File: src/rtl/job_dispatch.sv
// job_dispatch: queues job requests and drives the go/kill/done worker.
// Each job is launched with a one-cycle go pulse, watched by a watchdog,
// killed and relaunched up to MAX_RETRY times, then reported as ok or fail.
// Optional feature: define JOB_DISPATCH_ABORT_EN to add an abort input that
// kills the running job without retry and flushes the request queue.
module job_dispatch #(
  parameter int TIMEOUT   = 120,
  parameter int KILL_HOLD = 4,
  parameter int MAX_RETRY = 2,
  parameter int QDEPTH    = 4
) (
  input  logic       clk,
  input  logic       reset,
  input  logic       req,
`ifdef JOB_DISPATCH_ABORT_EN
  input  logic       abort,
`endif
  output logic       req_full,
  output logic       go,
  output logic       kill,
  input  logic       done,
  output logic       busy,
  output logic       job_ok,
  output logic       job_fail,
  output logic [7:0] ok_cnt,
  output logic [7:0] fail_cnt
);

  typedef enum logic [2:0] {
    IDLE,
    LAUNCH,
    WAIT,
    KILL,
    BACKOFF
  } state_t;

  localparam logic [7:0] TIMER_LAST = 8'(TIMEOUT - 1);
  localparam logic [3:0] HOLD_LAST  = 4'(KILL_HOLD - 1);
  localparam logic [3:0] RETRY_MAX  = 4'(MAX_RETRY);
  localparam logic [3:0] Q_FULL     = 4'(QDEPTH);

  state_t     state;
  state_t     next_state;
  logic [7:0] timer;
  logic [3:0] hold;
  logic [3:0] retry;
  logic [3:0] pending;
  logic       done_q;

  logic       done_rise;
  logic       pop;
  logic       abort_hit;
  logic       clear_q;
  logic       go_next;
  logic       kill_next;
  logic       ok_next;
  logic       fail_next;

`ifdef JOB_DISPATCH_ABORT_EN
  assign abort_hit = abort && ((state == LAUNCH) || (state == WAIT));
  assign clear_q   = abort;
`else
  assign abort_hit = 1'b0;
  assign clear_q   = 1'b0;
`endif

  // Only a fresh rising edge of done counts; a level left high is ignored.
  assign done_rise = done & ~done_q;
  assign pop       = (state == IDLE) && (pending != 4'd0);
  assign req_full  = (pending == Q_FULL);
  assign busy      = (state != IDLE);

  // State register.
  always_ff @(posedge clk or posedge reset) begin
    if (reset) state <= IDLE;
    else       state <= next_state;
  end

  // Next-state selection; a completion beats a simultaneous timeout.
  always_comb begin
    next_state = state;
    case (state)
      IDLE:    if (pop) next_state = LAUNCH;
      LAUNCH:  next_state = abort_hit ? KILL : WAIT;
      WAIT: begin
        if (abort_hit)                 next_state = KILL;
        else if (done_rise)            next_state = IDLE;
        else if (timer == TIMER_LAST)  next_state = KILL;
      end
      KILL:    if (hold == HOLD_LAST) next_state = BACKOFF;
      BACKOFF: next_state = (retry < RETRY_MAX) ? LAUNCH : IDLE;
      default: next_state = IDLE;
    endcase
  end

  // Output decode, fed into registers so go/kill/job pulses are glitch-free.
  always_comb begin
    go_next   = (next_state == LAUNCH);
    kill_next = (next_state == KILL);
    ok_next   = (state == WAIT) && !abort_hit && done_rise;
    fail_next = (state == BACKOFF) && !(retry < RETRY_MAX);
  end

  // Registered worker controls and result pulses.
  always_ff @(posedge clk or posedge reset) begin
    if (reset) begin
      go       <= 1'b0;
      kill     <= 1'b0;
      job_ok   <= 1'b0;
      job_fail <= 1'b0;
    end else begin
      go       <= go_next;
      kill     <= kill_next;
      job_ok   <= ok_next;
      job_fail <= fail_next;
    end
  end

  // Watchdog timer, kill-hold counter, retry counter and done edge history.
  always_ff @(posedge clk or posedge reset) begin
    if (reset) begin
      timer  <= 8'd0;
      hold   <= 4'd0;
      retry  <= 4'd0;
      done_q <= 1'b0;
    end else begin
      done_q <= done;
      if (state == LAUNCH)    timer <= 8'd0;
      else if (state == WAIT) timer <= timer + 8'd1;
      if (state == KILL) hold <= hold + 4'd1;
      else               hold <= 4'd0;
      if (pop)
        retry <= 4'd0;
      else if (abort_hit)
        retry <= RETRY_MAX;
      else if ((state == BACKOFF) && (retry < RETRY_MAX))
        retry <= retry + 4'd1;
    end
  end

  // Pending-request counter; a push while full is silently dropped.
  always_ff @(posedge clk or posedge reset) begin
    if (reset) begin
      pending <= 4'd0;
    end else if (clear_q) begin
      pending <= 4'd0;
    end else begin
      case ({req, pop})
        2'b10:   if (!req_full) pending <= pending + 4'd1;
        2'b01:   pending <= pending - 4'd1;
        default: pending <= pending;
      endcase
    end
  end

  // Saturating success and failure statistics.
  always_ff @(posedge clk or posedge reset) begin
    if (reset) begin
      ok_cnt   <= 8'd0;
      fail_cnt <= 8'd0;
    end else begin
      if (ok_next && (ok_cnt != 8'hFF))     ok_cnt   <= ok_cnt + 8'd1;
      if (fail_next && (fail_cnt != 8'hFF)) fail_cnt <= fail_cnt + 8'd1;
    end
  end

endmodule

File: config.mk
export PLATFORM = sky130hd
export DESIGN_NAME = job_dispatch
export DESIGN_NICKNAME = d
export VERILOG_FILES = /design/src/rtl/job_dispatch.sv
export SDC_FILE = /design/constraint.sdc
export NUM_CORES = 1
export LEC_CHECK = 0
export ABC_AREA = 0
export CAP_MARGIN = 30
export CORE_MARGIN = 2
export CORE_UTILIZATION = 55
export CTS_CLUSTER_DIAMETER = 30
export DETAILED_ROUTE_END_ITERATION = 8
export HOLD_SLACK_MARGIN = 0.12
export PLACE_DENSITY = 0.84
export SLEW_MARGIN = 20
export SYNTH_ARGS = -nofsm -noshare
export SYNTH_HDL_FRONTEND = slang
export SYNTH_SLANG_ARGS = --single-unit
File: constraint.sdc
create_clock -name clk -period 6.9 [get_ports clk]
set_input_delay 2.07 -clock clk [delete_from_list [all_inputs] [get_ports clk]]
set_output_delay 2.07 -clock clk [all_outputs]
set_load 0.01 [all_outputs]
==> results.md <==
- Critical Path AT: 4.16 ns
- Core area: 3740 sq um
- Syn avg cell area: 10.7 sq um
- Adder-Cell Fraction of Synth Area: 4.89%
- Antenna Cells: 0
- Ys async rst share: 100%
- Worst-path clk slew: around 0.080 ns
- Remaining DRCs: 0
- Setup TNS: 0 ns
- EDFF count, synth: 0
- Final ANT Viol Nets: 0
- Xor-xnor portion of the synthesized cell area: 5.18%
- PD cells: 336 nW/um^2
- Pre-Repair DR Iteration Count: 5
- Hold Crit Depth: 1
- Largest net degree at the start of global routing: 45
- Top-count cell post-synth: dfrtp_1
- Cell row count: 22
- Gate Count Post-Synth: 206
- Achievable Freq: approximately 0.25 GHz
- Syn. warnings: 0
- Layout cells sized above 1: 7.17%
- Area added between synthesis and finish: 18.2%
- Synth Cell Area: 2200 sq um
- Layout Nets: 248
- Starting DRT DRC Count: 83
- P_leak: 1.16 nW
- DRT Wirelength: approximately 3900 um
- Total CTS buffers: 5
- DP Area: 2490 sq um
- # resized after CTS: 0
- Clock sinks: 44
- H-Tree Depth: 2
- Syn nets: 218
- Pins over their slew limit: 0
- # port buffers: 25
- Post-Route Skew: ~0.0044 ns
- Relative slew slack: between 60 and 70%
- Startpoint types: input pin
- Fillers: 310
- Antenna violations before repair: 0
- WL/cell: 13.7 um
- Outcome: completed
- Post-synthesis mux area share: 5.35%
- Clock Latency Late Sink: 0.29 ns
- CTS tree: done
- Synth area leaders: dfrtp_1, nand3_1, ha_1, xnor2_1, nand2_1
- Period utilization: 57.2%
- Most instantiated cells after synthesis: dfrtp_1, nand2_1, nand3_1, nor2_1, xnor2_1
- Ports: 26
- Synth unique cells: ~50
- Worst setup path class: input pin to register
- Hold-fix buffers, CTS: 0
- Root buf cell: clkbuf_8
- GRT Residual Overflow: 0
- Vias in the first global route: between 1k and 1.5k
- Number of post-CTS setup repair buffers: 0
- Max VDD drop: 0.199 mV
- All-Layer GR Usage: 20.8%
- Die area: roughly 4500 sq um
- Main combinational cell family by area after synthesis: simple AND/OR/NAND/NOR gates
- Max_cap viols: 0
- Via count: between 1.5k and 2k
- Chip width: 67.2 um
- Register-to-Register Path Depth: 9
- Slew @ Worst Pin: 0.578 ns
- Final min period: 3.95 ns
- WP data required: just over 7 ns
- Initial core utilization: between 50 and 60%
- First-pass GRT wire length: 6930 um
- Synth Area in Simple Gates: 23.0%
- Final Setup Violations: 0
- Vias per inst: 5.74
- Crit path capture type: register
- Final Wtd Congestion: 0.816
- Register area share after synthesis: 50.1%
- Post-synthesis compound-gate area fraction: under 10%
- RSZ-0062 raised after global routing: no
- Final Hold Fails: 0
- Synth area leader: dfrtp_1
- Design area: 2600 sq um
- Synthesized flop and latch total: 44
- Top cell type's share of synthesized area: 50.1%
- Main synth FF type: dfrtp_1
- Crit path max fanout: 10
- Clock tree buffer depth: 2
- Post-detail-place hpwl: 2780 um
- Hold Path Class: register to register
- Chip Height: 67.2 um
## final cells by class
cell class	instances	area [sq um]	area share, %
sequential	44	1100	42.4
multi-input combinational	153	1050	40.4
timing repair buffer	26	258	9.92
clock buffer	6	72.6	2.79
tap	48	60.1	2.31
clock inverter	2	35.0	1.35
inverter	6	22.5	0.867
## flip-flops by register name (all words and copies together) (netlist names)
| name | cells |
|---|---|
| done_q | 1 |
| state | 3 |
| fail_cnt | 8 |
| job_fail | 1 |
| timer | 8 |
| kill | 1 |
| job_ok | 1 |
| ok_cnt | 8 |
| pending | 4 |
| hold | 4 |
| retry | 4 |
| go | 1 |
## metal layers
| metal | share of wire (%) | global-route usage, % | vias up |
|---|---|---|---|
| li1 | - | - | 805 |
| met5 | 0 | 0 | - |
| met3 | 4.2 | 6.00 | 4 |
| met4 | 1.9 | 8.42 | 0 |
| met2 | 47 | 31.4 | 41 |
| met1 | 47 | 28.2 | 787 |
## stage by stage
step	hold WS, ns	cells	power (mW)	worst slack [ns]	util [%]
after detailed placement	0.466	277	0.686	2.66	66.5
final	0.475	285	0.872	2.95	69.4
after CTS	0.477	285	0.880	2.97	69.4
after global routing	0.493	285	0.939	2.88	69.4
after global placement	0.453	277	0.672	2.75	66.5
after floorplan	0.433	206	0.590	3.23	-
## cells in the final DEF (no fill, tap or decap), drive strengths merged, types with 4 or more instances in the layout
cell type / instances
and2: 4
nand3: 19
and3: 4
nor2: 12
clkbuf: 6
inv: 6
dfrtp: 44
ha: 7
nand4: 5
a21oi: 7
mux2: 8
nor3: 6
o21ai: 8
clkdlybuf4s50: 25
xnor2: 10
nand2: 23
## kinds of logic (layout without fill, tap and decap cells)
kind of cell               count (synthesis)  in the layout
buffers and inverters                      9             40
adders and majority gates                  8              8
AOI/OAI and AO/OA                         31             31
and+or+nand+nor                           91             91
DFF                                       44             44
xor gates and xnor gates                  13             13
muxes                                     10             10
## worst max-delay path: stages
cell and delay [ns]:
clkdlybuf4s50_1 0.56, or3_1 0.50, inv_2 0.12, ha_1 0.26, a21oi_1 0.20, a21boi_0 0.12
a2bb2oi_1 0.19, xnor2_1 0.13
## final timing paths
kind	start	to	slack, ns
max in group asynchronous	reset	pending[2]	4.31
max	req	pending[3]	2.95
max reg2reg	state[2]	pending[3]	4.45
min reg2reg	hold[0]	hold[0]	0.47
min	hold[0]	hold[0]	0.47
min in group asynchronous	reset	fail_cnt[4]	2.21
## power breakdown
group	leakage, nW	internal [mW]	switching [mW]
combinational	0.524	0.145	0.163
sequential	0.586	0.309	0.0632
clock	0.0552	0.107	0.0844
total	1.16	0.561	0.311
(Power assumes the default switching activity.)
